==> config.mk <==
export PLATFORM = sky130hd
export DESIGN_NAME = fft_r2_sequencer_flat
export DESIGN_NICKNAME = d
export VERILOG_FILES = /design/src/rtl/fft_r2_sequencer_pkg.sv /design/src/rtl/fft_r2_sequencer_if.sv /design/src/rtl/fft_r2_sequencer_addr_delay.sv /design/src/rtl/fft_r2_sequencer.sv /design/src/flat_wrapper.sv
export SDC_FILE = /design/constraint.sdc
export NUM_CORES = 1
export LEC_CHECK = 0
export BUFFER_PORTS_ARGS = -buffer_cell sky130_fd_sc_hd__buf_2
export CAP_MARGIN = 20
export CORE_MARGIN = 2
export CORE_UTILIZATION = 45
export DETAILED_ROUTE_END_ITERATION = 6
export GPL_ROUTABILITY_DRIVEN = 0
export GPL_TIMING_DRIVEN = 1
export MAX_ROUTING_LAYER = met4
export PLACE_DENSITY = 0.68
export SYNTH_ARGS = -nofsm -noshare
export SYNTH_HDL_FRONTEND = slang
export SYNTH_SLANG_ARGS = --single-unit
export TNS_END_PERCENT = 30
==> constraint.sdc <==
create_clock -name clk -period 3.5 [get_ports clk]
set_input_delay 0.35 -clock clk [delete_from_list [all_inputs] [get_ports clk]]
set_output_delay 0.35 -clock clk [all_outputs]
set_load 0.01 [all_outputs]
==> src/rtl/fft_r2_sequencer_pkg.sv <==
// Shared types and address helpers for the radix-2 FFT sequencer.
// The helpers are plain arithmetic so any FFT model can reuse them.
package fft_pkg;

   localparam int unsigned ADDR_W_MAX = 12;

   typedef enum logic [1:0] {IDLE, RUN, DRAIN, DONE} fft_seq_state_e;

   // Sized for the largest legal transform; callers cast down to their own width.
   typedef logic [ADDR_W_MAX-1:0] addr_t;

   function automatic addr_t bfly_addr(input int unsigned b, input int unsigned stage,
                                       input logic bottom);
      int unsigned span;
      int unsigned a;
      span = 32'd1 << stage;
      a    = ((b >> stage) << (stage + 32'd1)) | (b & (span - 32'd1));
      if (bottom) a = a | span;
      return addr_t'(a);
   endfunction

   function automatic addr_t tw_index(input int unsigned b, input int unsigned stage,
                                      input int unsigned log2_n);
      int unsigned span;
      span = 32'd1 << stage;
      return addr_t'((b & (span - 32'd1)) << (log2_n - 32'd1 - stage));
   endfunction

endpackage

==> src/rtl/fft_r2_sequencer_if.sv <==
// Control/address bundle between the FFT sequencer (master) and its surroundings (slave).
// FFT_SEQ_ABORT_EN adds the abort input.
interface fft_r2_sequencer_if #(parameter int LOG2_N = 4);

   logic              start;
`ifdef FFT_SEQ_ABORT_EN
   logic              abort;
`endif
   logic              busy;
   logic              done;
   logic [LOG2_N-1:0] stage;
   logic              rd_en;
   logic [LOG2_N-1:0] rd_addr0;
   logic [LOG2_N-1:0] rd_addr1;
   logic [LOG2_N-2:0] tw_idx;
   logic              bfly_en;
   logic              wr_en;
   logic [LOG2_N-1:0] wr_addr0;
   logic [LOG2_N-1:0] wr_addr1;

   modport master (
      input  start,
`ifdef FFT_SEQ_ABORT_EN
      input  abort,
`endif
      output busy, done, stage, rd_en, rd_addr0, rd_addr1, tw_idx,
             bfly_en, wr_en, wr_addr0, wr_addr1
   );

   modport slave (
      output start,
`ifdef FFT_SEQ_ABORT_EN
      output abort,
`endif
      input  busy, done, stage, rd_en, rd_addr0, rd_addr1, tw_idx,
             bfly_en, wr_en, wr_addr0, wr_addr1
   );

endinterface

==> src/rtl/fft_r2_sequencer_addr_delay.sv <==
// Valid+payload shift register of DEPTH stages with synchronous clear.
module fft_addr_delay #(
   parameter int DEPTH = 1,
   parameter int W     = 1
) (
   input  logic         clk,
   input  logic         rst_n,
   input  logic         clr,
   input  logic         in_valid,
   input  logic [W-1:0] in_data,
   output logic         out_valid,
   output logic [W-1:0] out_data
);

   logic [DEPTH-1:0]         valid_q, valid_d;
   logic [DEPTH-1:0][W-1:0]  data_q, data_d;

   always_comb begin
      // NOTE: every always_comb output gets a default first so no path can infer a latch.
      valid_d    = '0;
      data_d     = '0;
      valid_d[0] = in_valid;
      data_d[0]  = in_data;
      for (int i = 1; i < DEPTH; i++) begin
         valid_d[i] = valid_q[i-1];
         data_d[i]  = data_q[i-1];
      end
      if (clr) begin
         valid_d = '0;
         data_d  = '0;
      end
   end

   // NOTE: the payload is reset along with the valid bits so idle outputs read as zero, not X.
   always_ff @(posedge clk or negedge rst_n) begin
      if (!rst_n) begin
         valid_q <= '0;
         data_q  <= '0;
      end else begin
         valid_q <= valid_d;
         data_q  <= data_d;
      end
   end

   assign out_valid = valid_q[DEPTH-1];
   assign out_data  = data_q[DEPTH-1];

endmodule

==> src/rtl/fft_r2_sequencer.sv <==
// Stage/butterfly sequencer for an in-place radix-2 DIT FFT with one pipelined butterfly.
// Optional macro FFT_SEQ_ABORT_EN adds an abort input that squashes the transform.
module fft_r2_sequencer
   import fft_pkg::*;
#(
   parameter int LOG2_N   = 4,
   parameter int RD_LAT   = 1,
   parameter int BFLY_LAT = 1
) (
   input  logic                clk,
   input  logic                rst_n,
   fft_r2_sequencer_if.master  bus
);

   localparam int L   = RD_LAT + BFLY_LAT;
   localparam int BW  = LOG2_N - 1;
   localparam int DW  = $clog2(L);
   localparam int AW2 = 2 * LOG2_N;

   fft_seq_state_e    state_q, state_d;
   logic [LOG2_N-1:0] stage_q, stage_d;
   logic [BW-1:0]     b_q, b_d;
   logic [DW-1:0]     drain_q, drain_d;

   logic              abort_req;
   logic              start_ok;
   logic              flush;
   logic              rd_en;
   logic [LOG2_N-1:0] rd_addr0, rd_addr1;
   logic [BW-1:0]     tw_idx;
   logic              bfly_v;
   logic [0:0]        bfly_tag;
   logic              wr_v;
   logic [AW2-1:0]    wr_data;

`ifdef FFT_SEQ_ABORT_EN
   assign abort_req = bus.abort;
`else
   assign abort_req = 1'b0;
`endif

   always_comb begin
      state_d  = state_q;
      stage_d  = stage_q;
      b_d      = b_q;
      drain_d  = drain_q;
      flush    = 1'b0;
      // Abort outranks start; DONE accepts a start so transforms can run back to back.
      start_ok = bus.start & ~abort_req;
      unique case (state_q)
         IDLE, DONE: begin
            state_d = start_ok ? RUN : IDLE;
            stage_d = '0;
            b_d     = '0;
            drain_d = '0;
         end
         RUN: begin
            if (abort_req) begin
               state_d = IDLE;
               stage_d = '0;
               b_d     = '0;
               flush   = 1'b1;
            end else if (b_q == '1) begin
               state_d = DRAIN;
               b_d     = '0;
               drain_d = '0;
            end else begin
               b_d = b_q + 1'b1;
            end
         end
         DRAIN: begin
            if (abort_req) begin
               state_d = IDLE;
               stage_d = '0;
               drain_d = '0;
               flush   = 1'b1;
            end else if (drain_q == DW'(L - 1)) begin
               drain_d = '0;
               if (stage_q == LOG2_N'(LOG2_N - 1)) begin
                  state_d = DONE;
                  stage_d = '0;
               end else begin
                  state_d = RUN;
                  stage_d = stage_q + 1'b1;
               end
            end else begin
               drain_d = drain_q + 1'b1;
            end
         end
         default: state_d = IDLE;
      endcase
   end

   // NOTE: sequential state uses non-blocking assignments so all flops update from pre-edge values.
   always_ff @(posedge clk or negedge rst_n) begin
      if (!rst_n) begin
         state_q <= IDLE;
         stage_q <= '0;
         b_q     <= '0;
         drain_q <= '0;
      end else begin
         state_q <= state_d;
         stage_q <= stage_d;
         b_q     <= b_d;
         drain_q <= drain_d;
      end
   end

   // Addresses are forced to zero outside RUN so the delay lines carry clean payloads.
   always_comb begin
      rd_en    = (state_q == RUN);
      rd_addr0 = '0;
      rd_addr1 = '0;
      tw_idx   = '0;
      if (rd_en) begin
         rd_addr0 = LOG2_N'(bfly_addr(32'(b_q), 32'(stage_q), 1'b0));
         rd_addr1 = LOG2_N'(bfly_addr(32'(b_q), 32'(stage_q), 1'b1));
         tw_idx   = BW'(tw_index(32'(b_q), 32'(stage_q), LOG2_N));
      end
   end

   fft_addr_delay #(.DEPTH(L), .W(AW2)) u_wr_delay (
      .clk       (clk),
      .rst_n     (rst_n),
      .clr       (flush),
      .in_valid  (rd_en),
      .in_data   ({rd_addr0, rd_addr1}),
      .out_valid (wr_v),
      .out_data  (wr_data)
   );

   // Payload mirrors the strobe; both must agree for the butterfly to fire.
   fft_addr_delay #(.DEPTH(RD_LAT), .W(1)) u_bfly_delay (
      .clk       (clk),
      .rst_n     (rst_n),
      .clr       (flush),
      .in_valid  (rd_en),
      .in_data   (rd_en),
      .out_valid (bfly_v),
      .out_data  (bfly_tag)
   );

   assign bus.busy     = (state_q == RUN) || (state_q == DRAIN);
   assign bus.done     = (state_q == DONE);
   assign bus.stage    = stage_q;
   assign bus.rd_en    = rd_en;
   assign bus.rd_addr0 = rd_addr0;
   assign bus.rd_addr1 = rd_addr1;
   assign bus.tw_idx   = tw_idx;
   assign bus.bfly_en  = bfly_v & bfly_tag[0];
   assign bus.wr_en    = wr_v;
   assign bus.wr_addr0 = wr_data[AW2-1:LOG2_N];
   assign bus.wr_addr1 = wr_data[LOG2_N-1:0];

endmodule

==> src/flat_wrapper.sv <==
// flat-port wrapper written by rule: the top's interface ports become plain ports
module fft_r2_sequencer_flat import fft_pkg::*;
#(
   parameter int LOG2_N   = 4,
   parameter int RD_LAT   = 1,
   parameter int BFLY_LAT = 1
)
  (clk, rst_n, bus_start, bus_busy, bus_done, bus_stage, bus_rd_en, bus_rd_addr0, bus_rd_addr1, bus_tw_idx, bus_bfly_en, bus_wr_en, bus_wr_addr0, bus_wr_addr1);
  fft_r2_sequencer_if #(.LOG2_N(LOG2_N)) bus_i ();
  input  logic clk;
  input  logic rst_n;
  input wire logic [$bits(bus_i.start)-1:0] bus_start;
  output wire logic [$bits(bus_i.busy)-1:0] bus_busy;
  output wire logic [$bits(bus_i.done)-1:0] bus_done;
  output wire logic [$bits(bus_i.stage)-1:0] bus_stage;
  output wire logic [$bits(bus_i.rd_en)-1:0] bus_rd_en;
  output wire logic [$bits(bus_i.rd_addr0)-1:0] bus_rd_addr0;
  output wire logic [$bits(bus_i.rd_addr1)-1:0] bus_rd_addr1;
  output wire logic [$bits(bus_i.tw_idx)-1:0] bus_tw_idx;
  output wire logic [$bits(bus_i.bfly_en)-1:0] bus_bfly_en;
  output wire logic [$bits(bus_i.wr_en)-1:0] bus_wr_en;
  output wire logic [$bits(bus_i.wr_addr0)-1:0] bus_wr_addr0;
  output wire logic [$bits(bus_i.wr_addr1)-1:0] bus_wr_addr1;
  assign bus_i.start = bus_start;
  assign bus_busy = bus_i.busy;
  assign bus_done = bus_i.done;
  assign bus_stage = bus_i.stage;
  assign bus_rd_en = bus_i.rd_en;
  assign bus_rd_addr0 = bus_i.rd_addr0;
  assign bus_rd_addr1 = bus_i.rd_addr1;
  assign bus_tw_idx = bus_i.tw_idx;
  assign bus_bfly_en = bus_i.bfly_en;
  assign bus_wr_en = bus_i.wr_en;
  assign bus_wr_addr0 = bus_i.wr_addr0;
  assign bus_wr_addr1 = bus_i.wr_addr1;
  fft_r2_sequencer #(.LOG2_N(LOG2_N), .RD_LAT(RD_LAT), .BFLY_LAT(BFLY_LAT)) u_core (.clk(clk), .rst_n(rst_n), .bus(bus_i));
endmodule
**Word level (Yosys, flattened, before mapping)**

Index checks and enable logic that the tools add are counted.

- Bits in registers: 29
- Logic and storage cells: 51
- Input port bits: 3
- Output and inout bits: 28

- Shift operators: 4
- Add/subtract/negate cells: 6
- Reduce and logical (&&, ||, !) cells: 6
- Bitwise gates (word level): 4
- Eq/ne operators: 7
- Multiplexer cells: 16

Operators with widths:

| cell | count |
|---|---|
| $and 3x32->32 | 1 |
| $shl 1x4->32 const A | 1 |
| $shl 32x32->3 | 1 |
| $shl 32x32->4 | 1 |
| $shr 3x4->32 | 1 |
| $sub 32x1->32 const B | 1 |
| $mux 4 | 4 |
| $or 4x4->4 | 2 |
| $pmux 4 s2 | 1 |
| $mux 2 | 3 |
| $mux 3 | 2 |
| $pmux 2 s3 | 1 |
| $pmux 3 s2 | 1 |
| $add 4x1->5 const B | 1 |
| $sub 2x4->5 const A | 1 |
| $add 4x1->4 const B | 1 |
| $eq 2x2->1 const B | 2 |
| $eq 4x2->1 const B | 1 |
| $ne 2x1->1 const B | 2 |
| $reduce_and 2->1 | 2 |
| $add 3x1->3 const B | 1 |
| $eq 3x3->1 const B | 1 |
| $mux 1 | 3 |
| $pmux 1 s3 | 1 |
| 7 further kinds | 7 |

**Depth between registers and ports, before layout**

Gate-level depths: netlist (run 1).

- Depth in word-level cells: 6
- Gate-level depth with buffers: 10
- Gate-level depth less buffers: 8

**Hierarchy**

Synthesis (run 1) repeated with hierarchy kept, for this count alone.

- Cell total of the unflattened synthesis: 167
- Area, all modules: 1691.6 um^2

Modules (own cells, without submodules):

| module | area an instance (um^2) | seq. area each (um^2) | cells each | times used |
|---|---|---|---|---|
| fft_r2_sequencer | 989.7 | 250.2 | 118 | 1 |
| fft_addr_delay at u_core.u_wr_delay | 639.4 | 450.4 | 45 | 1 |
| fft_addr_delay at u_core.u_bfly_delay | 62.6 | 50.0 | 4 | 1 |

**Worst setup path after synthesis (run 1)**

OpenSTA, ideal clock, no wires.

- Path type: reg2out
- Start point: register u_core.stage_q[0] (netlist: u_core.bus.stage[0])
- End point: output port bus_tw_idx[1]
- Data arrival time: 2.263 ns
- Data required time: 3.150 ns
- Buffers on the path: 2
- Stages on the path, launching flop included: 11
- Slack: 0.887 ns
- Cell sequence: dfrtp_1 -> buf_2 -> buf_4 -> inv_1 -> ha_1 -> or3b_4 -> ha_1 -> nor2b_1 -> nand2_1 -> o21ai_0 -> nor3b_1

- Longest elaborated chain between the ends: 5
- Elaborated cells on any way between the ends: 6
- Those cells by class: add/sub (2); shift (2); mux (1); bitwise (1)

RTL lines:

| element | line | text |
|---|---|---|
| start: declaration | fft_r2_sequencer.sv:21 | `logic [LOG2_N-1:0] stage_q, stage_d;` |
| start signal: assignment | fft_r2_sequencer.sv:103 | `stage_q <= stage_d;` |
| $shl 1x4->32 | - |  |
| $sub 32x1->32 | - |  |
| $and 3x32->32 | - |  |
| $shl 32x32->3 * | fft_r2_sequencer_pkg.sv:26 | `return addr_t'((b & (span - 32'd1)) << (log2_n - 32'd1 - stage));` |
| $mux 3 * | fft_r2_sequencer.sv:115 | `if (rd_en) begin` |
| end: declaration | flat_wrapper.sv:19 | `output wire logic [$bits(bus_i.tw_idx)-1:0] bus_tw_idx;` |

Every way passes the cells marked *; elsewhere a longest branch is shown, timed or not.

**Worst setup path in the final report (run 1)**

- Start point: register u_core.stage_q[1] (netlist: u_core.bus.stage[1])
- End point: output port bus_tw_idx[1]

Same word-level chain as after synthesis.

==> results of run 1 <==
==> per-stage QoR <==
step | utilization, % | area (um^2)
floorplan | - | 1440
global placement | 50.8 | 1550
detailed placement | 50.8 | 1550
CTS | 52.0 | 1590
global route | 52.0 | 1590
finish | 52.0 | 1590
==> cell families after synthesis <==
family | share of synthesized area (%)
AOI/OAI and AO/OA | 12.7
xor gates and xnor gates | 1.82
adders and majority gates | 10.4
buffers and inverters | 9.20
DFF | 48.6
muxes | 2.95
and+or+nand+nor | 14.3
==> synth_stat cells (all sizes together) <==
| library cell | number | share of area [%] |
|---|---|---|
| buf | 12 | 6.3 |
| nand3b | 1 | 0.52 |
| xor2 | 1 | 0.61 |
| a21o | 1 | 0.52 |
| mux2i | 2 | 1.4 |
| nand4 | 4 | 1.7 |
| nor4 | 1 | 0.43 |
| or3b | 1 | 0.78 |
| nor3 | 2 | 0.69 |
| nand2b | 1 | 0.43 |
| nand2 | 12 | 3.1 |
| a221oi | 1 | 1.0 |
| and2 | 1 | 0.52 |
| nor2b | 2 | 0.87 |
| a21oi | 8 | 3.0 |
| clkbuf | 1 | 0.26 |
| o22ai | 2 | 0.87 |
| and3 | 3 | 1.4 |
| a32o | 2 | 1.4 |
| inv | 10 | 2.6 |
| a31oi | 1 | 0.43 |
| nor2 | 3 | 0.96 |
| nand3 | 5 | 1.7 |
| and4 | 1 | 0.61 |
| o21ai | 12 | 4.2 |
| a41oi | 2 | 1.2 |
| nor3b | 1 | 0.52 |
| dfrtp | 28 | 49 |
| ha | 12 | 10 |
| xnor2 | 2 | 1.2 |
| mux2 | 2 | 1.6 |
==> area by class of cell <==
| type | instances | share of cell area [%] |
|---|---|---|
| Sequential cell | 28 | 44.1 |
| Tap cell | 44 | 3.47 |
| Clock buffer | 4 | 2.29 |
| Inverter | 10 | 2.36 |
| Timing Repair Buffer | 30 | 9.46 |
| Multi-Input combinational cell | 86 | 38.3 |
==> per-layer routing <==
layer  vias up  track usage [%]  share of wire, %
met5         -                -                 0
met4         0             7.45               2.0
met3         8             3.20               5.3
met2        32             26.4                46
met1       508             24.1                47
li1        516                -                 -
==> worst min-delay path by stage <==
stage / from / endpoint / slack (ns) / cells past startpoint
global placement: u_core.u_wr_delay.data_q[3] / u_core.u_wr_delay.out_data[3] / 0.33 / 0
detailed placement: u_core.u_wr_delay.data_q[6] / u_core.u_wr_delay.out_data[6] / 0.34 / 0
floorplan: rst_n / u_core.b_q[0] / 0.05 / 0
CTS: rst_n / u_core.u_wr_delay.data_q[0] / 0.03 / 1
finish: rst_n / u_core.u_wr_delay.out_data[3] / 0.01 / 1
global route: rst_n / u_core.u_wr_delay.out_data[3] / 0.04 / 1
==> registers in the layout (all words and copies together), names as in the netlist <==
register	flops
u_core.drain_q	1
u_core.u_wr_delay.out_data	8
u_core.u_wr_delay.data_q	8
u_core.state_q	2
u_core.u_wr_delay.valid_q	2
u_core.b_q	3
u_core.bus.stage	4
==> worst register-to-register path, cell delays in order, from the launching register on <==
cell     delay, ns
dfrtp_1       0.57
inv_1         0.29
ha_1          0.22
or3b_4        0.40
ha_1          0.30
nor2b_1       0.20
a41oi_1       0.09
a21oi_1       0.22
==> where the power goes <==
part / switching, mW / total (mW) / internal (mW)
Combinational: 0.218 / 0.360 / 0.142
Clock: 0.0921 / 0.156 / 0.0636
Sequential: 0.0531 / 0.452 / 0.399
Total: 0.364 / 0.968 / 0.604
==> impl_metrics.csv, run 1 <==
group,metric,value,unit
setup_path,critPathLaunch,"u_core.bus.stage[1]",
layout,n_antenna_cell,0,
sta,fin_crit_sh,91.8,%
layout,layout_common_cells,"buf_2 (30), dfrtp_1 (28), nand2_1 (12), ha_1 (12), o21ai_0 (11)",
cts,cts_buffers,3,
floorplanning,core-area,3050,um^2
place,post-place-ws,0.711,ns
sta,rsz0062_at_grt,"no",
place,post-place-cells,198,
setup_path,r2r.worst_path.cells,7,
place,io_buffers,30,
floorplanning,die_area,3670,um^2
sta,hold_viol_final,0,
routing,wl,2870,um
setup_path,timing.critical_path.mode_cell,"ha_1",
power,total_power,968,uW
sta,drv_slew,0,
grt,grt_use_total,17.9,%
synth,synth-seq-area-share,48.6,%
cts,clkTransAtPathRegs,0.14,ns
sta,fmax,311,MHz
run_status,status,"finished, final reports clean",
sta,fin_setup_tns,0,ns
setup_path,path_cells,"inv_1, ha_1, or3b_4, ha_1, nor2b_1, nand2_1, o21ai_0, nor3b_1, buf_2",
layout,final_common_cell,"buf_2",
setup_path,required,3.15,ns
flow_run,maxCapViolations,0,
cts,cts_resized,0,
routing,drt_iter0_markers,33,
routing,firstDrtPassIters,4,
floorplanning,fp.dieH,60.6,um
setup_path,critPathKind,"flop to primary output",
routing,routedWlPerCell,14.2,um
synth,syn_area,1440,um^2
cts,postCtsSetupRepairBufs,0,
sta,hold-worst-slack,0.0124,ns
setup_path,crit_cells,9,
routing,route.detailed.drc,0,
setup_path,cpPeakStageDelay,0.57,ns
floorplanning,rows,20,
cts,cts_tree,"done",
setup_path,cp_max_fo,13,
routing,vias,1064,
layout,ff_latch_area,701,um^2
power,p_per_area,609,nW/um^2
routing,routed_via_density,5.27,
cts,cts.sinks,28,
synth,synth_seq_cells,28,
cts,cts.htree.levels,1,
layout,drive_gt1_share,26.6,%
grt,grt_pass1_wl,4800,um
grt,antenna_found_initial,0,
layout,areaGrowthSynthToFinish,10.2,%
setup_path,r2r-end,"u_core.u_wr_delay.data_q[1]",
setup_path,cp_slowest_cell,"dfrtp_1",
floorplanning,die_w,60.6,um
cts,cts_buffer_depth,2,
grt,overflow,0,
setup_path,critPathTopFamily,"simple AND/OR/NAND/NOR gates",
layout,fillerInstances,293,
layout,multi_input_area,608,um^2
sta,setup_viol,0,
setup_path,arrival,2.86,ns
setup_path,cp-end-kind,"primary output",
sta,slew_headroom,59.5,%
setup_path,r2r_slack,1.14,ns
place,dpl.hpwl,2040,um
layout,fin_cells,202,
cts,cts-root-buf,"clkbuf_4",
synth,syn_inst,137,
sta,layout_setup_ws,0.286,ns
synth,ys_warn_count,0,
sta,fin_skew,0.00205,ns
power,ir_drop,0.299,mV
synth,synth_fp_nets,152,
cts,postCtsHoldBufs,0,
sta,tightestPinTransition,0.608,ns
routing,ant_nets,0,
synth,syn_avg_cell_area,10.5,um^2
grt,grt_max_degree,29,
floorplanning,start_util,47.2,%
floorplanning,ios,31,
worst_hold_path,hold_class,"input port to async pin",
setup_path,cp-start-kind,"flop",
synth,synth.distinct_cells,37,
power,power.leakage,0.809,nW
layout,finalNetCount,174,
setup_path,worstReg2RegStart,"u_core.bus.stage[1]",
sta,period_needed,3.21,ns
cts,clk_latency,0.32,ns
setup_path,crit_buf_inv,2,
grt,grt_pass1_vias,1018,
setup_path,critical_path.endpoint,"bus_tw_idx[1]",
No activity file was read; power rests on OpenSTA's default activity.
==> run 2, diff against run 1 <==
--- a/config.mk
+++ b/config.mk
@@ -13,8 +13,9 @@
 export GPL_ROUTABILITY_DRIVEN = 0
 export GPL_TIMING_DRIVEN = 1
 export MAX_ROUTING_LAYER = met4
-export PLACE_DENSITY = 0.68
+export PLACE_DENSITY = 0.7
 export SYNTH_ARGS = -nofsm -noshare
 export SYNTH_HDL_FRONTEND = slang
+export SYNTH_HIERARCHICAL = 1
 export SYNTH_SLANG_ARGS = --single-unit
 export TNS_END_PERCENT = 30
==> constraint.sdc (replaced) <==
create_clock -name clk -period 3.25 [get_ports clk]
set_input_delay 0.325 -clock clk [delete_from_list [all_inputs] [get_ports clk]]
set_output_delay 0.325 -clock clk [all_outputs]
set_load 0.01 [all_outputs]
==> impl_metrics.csv, run 2 <==
group,metric,value,unit
sta,rsz0062_at_grt,"no",
synth,syn_avg_cell_area,10.1,um^2
synth,syn_area,1690,um^2
run_status,status,"finished, final reports clean",
grt,grt_pass1_vias,1168,
setup_path,critPathTopFamily,"simple AND/OR/NAND/NOR gates",
layout,n_antenna_cell,0,
synth,yosys-top-cells-count,"dfrtp_1 (30), nor2b_1 (17), nand2_1 (13), o21ai_0 (13), ha_1 (12)",
setup_path,cp_slowest_cell,"or3b_2",
setup_path,critPathLaunch,"u_core/bus.stage[0]",
place,dpl.hpwl,2290,um
sta,fmax,371,MHz
grt,grt_use_total,18.3,%
layout,layout_common_cells,"buf_2 (30), dfrtp_1 (30), nor2b_1 (17)",
setup_path,critical_path.endpoint,"bus_rd_addr1[1]",
synth,synth.largest_area_cell,"dfrtp_1",
cts,cts.htree.levels,2,
flow_run,maxCapViolations,0,
setup_path,cpPeakStageDelay,0.47,ns
setup_path,path_cells,"inv_1, ha_1, or3b_2, ha_1, nor2b_1, a21oi_1, o32ai_1, buf_2",
synth,synth_edf_count,0,
place,io_buffers,30,
synth,syn_inst,167,
setup_path,crit_buf_inv,2,
cts,clkTransAtPathRegs,0.06,ns
cts,clk_latency,0.28,ns
sta,layout_setup_ws,0.557,ns
setup_path,cp-end-kind,"primary output",
layout,areaGrowthSynthToFinish,15.5,%
sta,fin_skew,0.00304,ns
routing,ant_nets,0,
routing,vias,1271,
floorplanning,fp.dieH,65.3,um
setup_path,arrival,2.37,ns
cts,postCtsSetupRepairBufs,0,
grt,overflow,0,
sta,slew_headroom,56.7,%
cts,cts_tree,"done",
layout,finalNetCount,219,
synth,synth_top_cell_area_share,44.4,%
floorplanning,core-area,3630,um^2
cts,cts.sinks,30,
routing,routedWlPerCell,12.6,um
power,ir_drop,0.331,mV
power,p_per_area,566,nW/um^2
cts,cts_buffer_depth,2,
routing,route.detailed.drc,0,
grt,grt_pass1_wl,5660,um
grt,grt_max_degree,31,
cts,cts_buffers,5,
setup_path,timing.critical_path.mode_cell,"ha_1",
setup_path,cp-start-kind,"flop",
sta,hold_viol_final,0,
sta,fin_setup_tns,0,ns
floorplanning,ios,31,
place,post-place-ws,0.851,ns
synth,synth-seq-area-share,44.4,%
setup_path,r2r_slack,1.13,ns
synth,synth_most_common_cell,"dfrtp_1",
setup_path,r2r-end,"u_core/u_wr_delay/data_q[1]",
setup_path,crit_cells,8,
floorplanning,rows,22,
layout,drive_gt1_share,22.1,%
grt,antenna_found_initial,0,
setup_path,cp_max_fo,4,
floorplanning,die_w,65.3,um
synth,synth.distinct_cells,42,
sta,setup_viol,0,
routing,routed_via_density,5.04,
setup_path,required,2.92,ns
cts,cts-root-buf,"clkbuf_8",
setup_path,r2r.worst_path.cells,8,
cts,postCtsHoldBufs,0,
cts,cts_resized,0,
sta,drv_slew,0,
sta,fin_crit_sh,82.9,%
setup_path,worstReg2RegStart,"u_core/bus.stage[0]",
sta,tightestPinTransition,0.650,ns
worst_hold_path,hold_class,"input port to async pin",
synth,synth_area_leaders,"dfrtp_1 (44%), ha_1 (8.9%), nor2b_1 (6.3%)",
routing,wl,3180,um
synth,ys_warn_count,6,
floorplanning,die_area,4270,um^2
synth,synthFlopType,"dfrtp_1",
floorplanning,start_util,46.6,%
synth,synth_seq_cells,30,
routing,firstDrtPassIters,4,
power,power.leakage,1.00,nW
routing,drt_iter0_markers,56,
synth,async_flop_share,100,%
sta,period_needed,2.69,ns
setup_path,critPathKind,"flop to primary output",
## run 2: metal layers
layer / up-vias / track usage [%] / wire [um] / share of wire (%)
met5: - / - / 0 / 0
met4: 0 / 8.59 / 64 / 2.0
met3: 6 / 4.79 / 171 / 5.4
met2: 41 / 29.2 / 1550 / 49
met1: 589 / 21.6 / 1390 / 44
li1: 635 / - / - / -
## run 2: area by class of cell
type	instances	area (um^2)
fillers	353	1680
multi-input cells	124	850
flip-flops and latches	30	751
repair buffers	34	180
clock buffers	5	68.8
well taps	48	60.1
inverters	9	33.8
clock inverters	2	10.0
## run 2: worst min path at each step
stage	from	endpoint	depth (start not counted)
after floorplan	rst_n	u_core/b_q[0]	0
after CTS	rst_n	u_core/u_wr_delay/valid_q[1]	1
final	rst_n	u_core/u_wr_delay/out_data[2]	1
after global routing	rst_n	u_core/u_wr_delay/valid_q[1]	1
after detailed placement	rst_n	u_core/u_wr_delay/valid_q[1]	1
after global placement	rst_n	u_core/u_wr_delay/valid_q[1]	1
## run 2: logic make-up (layout without fill, tap and decap cells)
logic type               after synthesis  count (layout)  synth area share [%]
adder cells (fa/ha/maj)               12              12                  8.88
buffers and inverters                 23              50                  7.62
multiplexers                           3               3                  1.92
other                                  1              11                 0.222
AND/OR/NAND/NOR                       62              62                  22.4
AO/OA/AOI/OAI                         33              33                  13.0
flip-flops                            30              30                  44.4
XOR/XNOR                               3               3                  1.55
## run 2: power by group
part	total (mW)	internal (mW)	switching [mW]	leakage, nW
Sequential	0.464	0.424	0.0400	0.413
Clock	0.278	0.143	0.135	0.0438
Combinational	0.364	0.149	0.215	0.544
## run 2: through the flow
| stage | power, mW | util, % | hold WS (ns) | cells | instance area, um^2 |
|---|---|---|---|---|---|
| 2_1_floorplan | 0.726 | - | 0.0294 | 177 | 1730 |
| 6_report | 1.11 | 53.8 | 0.0677 | 252 | 1950 |
| 3_3_place_gp | 0.830 | 51.6 | 0.387 | 245 | 1870 |
| 3_5_place_dp | 0.835 | 51.6 | 0.398 | 245 | 1870 |
| 4_1_cts | 1.12 | 53.8 | 0.0926 | 252 | 1950 |
| 5_1_grt | 1.19 | 53.8 | 0.132 | 252 | 1950 |
==> run 3, diff against run 2 <==
--- a/config.mk
+++ b/config.mk
@@ -5,6 +5,7 @@
 export SDC_FILE = /design/constraint.sdc
 export NUM_CORES = 1
 export LEC_CHECK = 0
+export ABC_AREA = 1
 export BUFFER_PORTS_ARGS = -buffer_cell sky130_fd_sc_hd__buf_2
 export CAP_MARGIN = 20
 export CORE_MARGIN = 2
==> constraint.sdc (replaced) <==
create_clock -name clk -period 2.8 [get_ports clk]
set_input_delay 0.28 -clock clk [delete_from_list [all_inputs] [get_ports clk]]
set_output_delay 0.28 -clock clk [all_outputs]
set_load 0.01 [all_outputs]
==> impl_metrics.csv, run 3 <==
group,metric,value,unit
setup_path,cp-start-kind,"flop",
synth,synth_area_leaders,"dfrtp_1 (45%), inv_1 (9.6%), ha_1 (8.9%)",
floorplanning,core-area,3630,um^2
setup_path,cp_max_fo,7,
cts,cts_tree,"done",
synth,synth_edf_count,0,
worst_hold_path,hold_class,"input port to async pin",
sta,setup_viol,0,
floorplanning,start_util,46.4,%
place,post-place-cells,279,
cts,clk_latency,0.28,ns
sta,fin_crit_sh,93.9,%
synth,synth-seq-area-share,44.5,%
synth,synthXorXnorAreaFrac,0.519,%
layout,ff_latch_area,752,um^2
cts,cts.htree.levels,2,
sta,drv_slew,0,
synth,synth_top_cell_area_share,44.5,%
flow_run,maxCapViolations,0,
routing,wl,3100,um
layout,drive_gt1_share,22.4,%
setup_path,cp-end-kind,"primary output",
synth,synth_top_family_by_area,"simple AND/OR/NAND/NOR gates",
layout,multi_input_area,677,um^2
floorplanning,die_area,4250,um^2
synth,yosys-top-cells-count,"inv_1 (43), nor2_1 (31), dfrtp_1 (30), nand2_1 (30)",
setup_path,r2r_slack,0.79,ns
synth,synthSimpleGateAreaFrac,22.1,%
sta,hold-worst-slack,0.0239,ns
power,power_frac_comb,45.2,%
sta,period_needed,2.63,ns
setup_path,r2r-end,"u_core/u_wr_delay/data_q[2]",
setup_path,r2r.worst_path.cells,13,
floorplanning,fp.dieH,65.2,um
sta,fmax,380,MHz
synth,synthMuxAreaShare,0,%
synth,synthFlopType,"dfrtp_1",
routing,ant_nets,0,
routing,route.detailed.drc,0,
place,io_buffers,30,
floorplanning,ios,31,
layout,areaGrowthSynthToFinish,14.7,%
layout,layout_common_cells,"inv_1 (43), buf_2 (30), nand2_1 (30), nor2_1 (30), dfrtp_1 (29)",
cts,clkTransAtPathRegs,0.06,ns
cts,cts-root-buf,"clkbuf_8",
layout,final_common_cell,"inv_1",
synth,synth_most_common_cell,"inv_1",
synth,synthAdderAreaFrac,8.90,%
sta,fin_skew,0.00452,ns
floorplanning,rows,22,
grt,overflow,0,
power,switchingPower,701,uW
floorplanning,die_w,65.2,um
setup_path,path_cells,"inv_4, ha_1, inv_1, nor2_2, inv_1, ha_1, or2_2, nor2_1, a21oi_1, a22oi_1, buf_2",
synth,synth.distinct_cells,26,
run_status,status,"finished, final reports clean",
synth,ys_warn_count,6,
synth,syn_avg_cell_area,8.07,um^2
power,ir_drop,0.485,mV
layout,n_antenna_cell,0,
sta,layout_setup_ws,0.171,ns
power,p_per_area,870,nW/um^2
synth,async_flop_share,100,%
grt,grt_use_total,17.1,%
setup_path,cp_slowest_cell,"dfrtp_2",
cts,cts_buffers,5,
routing,routed_via_density,4.46,
setup_path,cpPeakStageDelay,0.46,ns
power,power.leakage,1.11,nW
sta,tightestPinTransition,0.657,ns
routing,vias,1289,
layout,fin_cells,289,
grt,antenna_found_initial,0,
setup_path,critPathKind,"flop to primary output",
cts,cts.sinks,30,
synth,syn_area,1690,um^2
sta,slew_headroom,56.2,%
grt,grt_max_degree,31,
power,pwr-share-clk,21.2,%
grt,grt_pass1_wl,5360,um
power,p_int,981,uW
layout,finalNetCount,255,
cts,cts_buffer_depth,2,
layout,fillerInstances,367,
place,post-place-ws,0.332,ns
power,swShare,41.7,%
setup_path,worstReg2RegStart,"u_core/bus.stage[0]",
synth,synth_seq_cells,30,
setup_path,arrival,2.35,ns
place,dpl.hpwl,2220,um
routing,routedWlPerCell,10.7,um
setup_path,required,2.52,ns
power,sequentialPowerShare,33.6,%
routing,drt_iter0_markers,50,
synth,synth_compound_area_share,7.49,%
routing,firstDrtPassIters,4,
synth,synth.largest_area_cell,"dfrtp_1",
sta,hold_viol_final,0,
synth,syn_inst,209,
grt,grt_pass1_vias,1231,
-- run 3: cell type report --
| class | count | area share (%) |
|---|---|---|
| flip-flops and latches | 30 | 38.9 |
| clock buffers | 7 | 4.46 |
| repair buffers | 33 | 8.93 |
| inverters | 47 | 9.38 |
| clock inverters | 1 | 0.259 |
| well taps | 48 | 3.10 |
| multi-input cells | 123 | 35.0 |
-- run 3: metal layers --
metal  vias to the layer above  share of wire (%)  track usage, %
li1                        692                  -               -
met1                       557                 46            19.6
met2                        35                 47            27.7
met5                         -                  0               -
met3                         5                5.7            5.82
met4                         0                1.7            7.03
-- run 3: worst max-delay path by stage --
stage	startpoint	to	slack, ns
floorplan	u_core/bus.stage[1]	bus_tw_idx[2]	0.49
global placement	u_core/bus.stage[1]	bus_tw_idx[2]	0.40
detailed placement	u_core/bus.stage[1]	bus_tw_idx[2]	0.33
CTS	u_core/bus.stage[1]	bus_tw_idx[2]	0.009
global route	u_core/bus.stage[1]	bus_tw_idx[2]	-0.01
finish	u_core/bus.stage[1]	bus_tw_idx[2]	0.17
-- run 3: logic make-up after synthesis --
family,Yosys count
and+or+nand+nor,86
buffers and inverters,58
DFF,30
AOI/OAI and AO/OA,21
adders and majority gates,12
xor gates and xnor gates,1
other,1
-- run 3: timing repair --
action                     CTS  global route
setup buffers                0             2
gates resized for setup      0             5
hold buffers                 0             0
setup endpoints to repair    0             2
-- run 3: through the flow --
step | area (um^2) | power (mW) | utilization (%) | setup TNS [ns]
finish | 1930 | 1.68 | 53.2 | 0
global route | 1930 | 1.86 | 53.2 | -0.0149
CTS | 1910 | 1.70 | 52.4 | 0
detailed placement | 1810 | 1.33 | 49.9 | 0
global placement | 1810 | 1.32 | 49.9 | 0
floorplan | 1690 | 1.13 | - | 0
-- run 3: power groups by stage --
| stage | Combinational, mW | Sequential [mW] | Clock, mW |
|---|---|---|---|
| CTS | 0.765 | 0.563 | 0.370 |
| global placement | 0.752 | 0.568 | 0 |
| floorplan | 0.561 | 0.573 | 0 |
| detailed placement | 0.759 | 0.571 | 0 |
| global route | 0.884 | 0.578 | 0.395 |
| finish | 0.761 | 0.565 | 0.356 |
-- run 3: worst max-delay path: cells and delay by family, from the launching register on --
kind | cells | cell delay [ns]
flip-flops | 1 | 0.46
adder cells (fa/ha/maj) | 2 | 0.42
AO/OA/AOI/OAI | 2 | 0.26
AND/OR/NAND/NOR | 3 | 0.55
buffers and inverters | 4 | 0.38
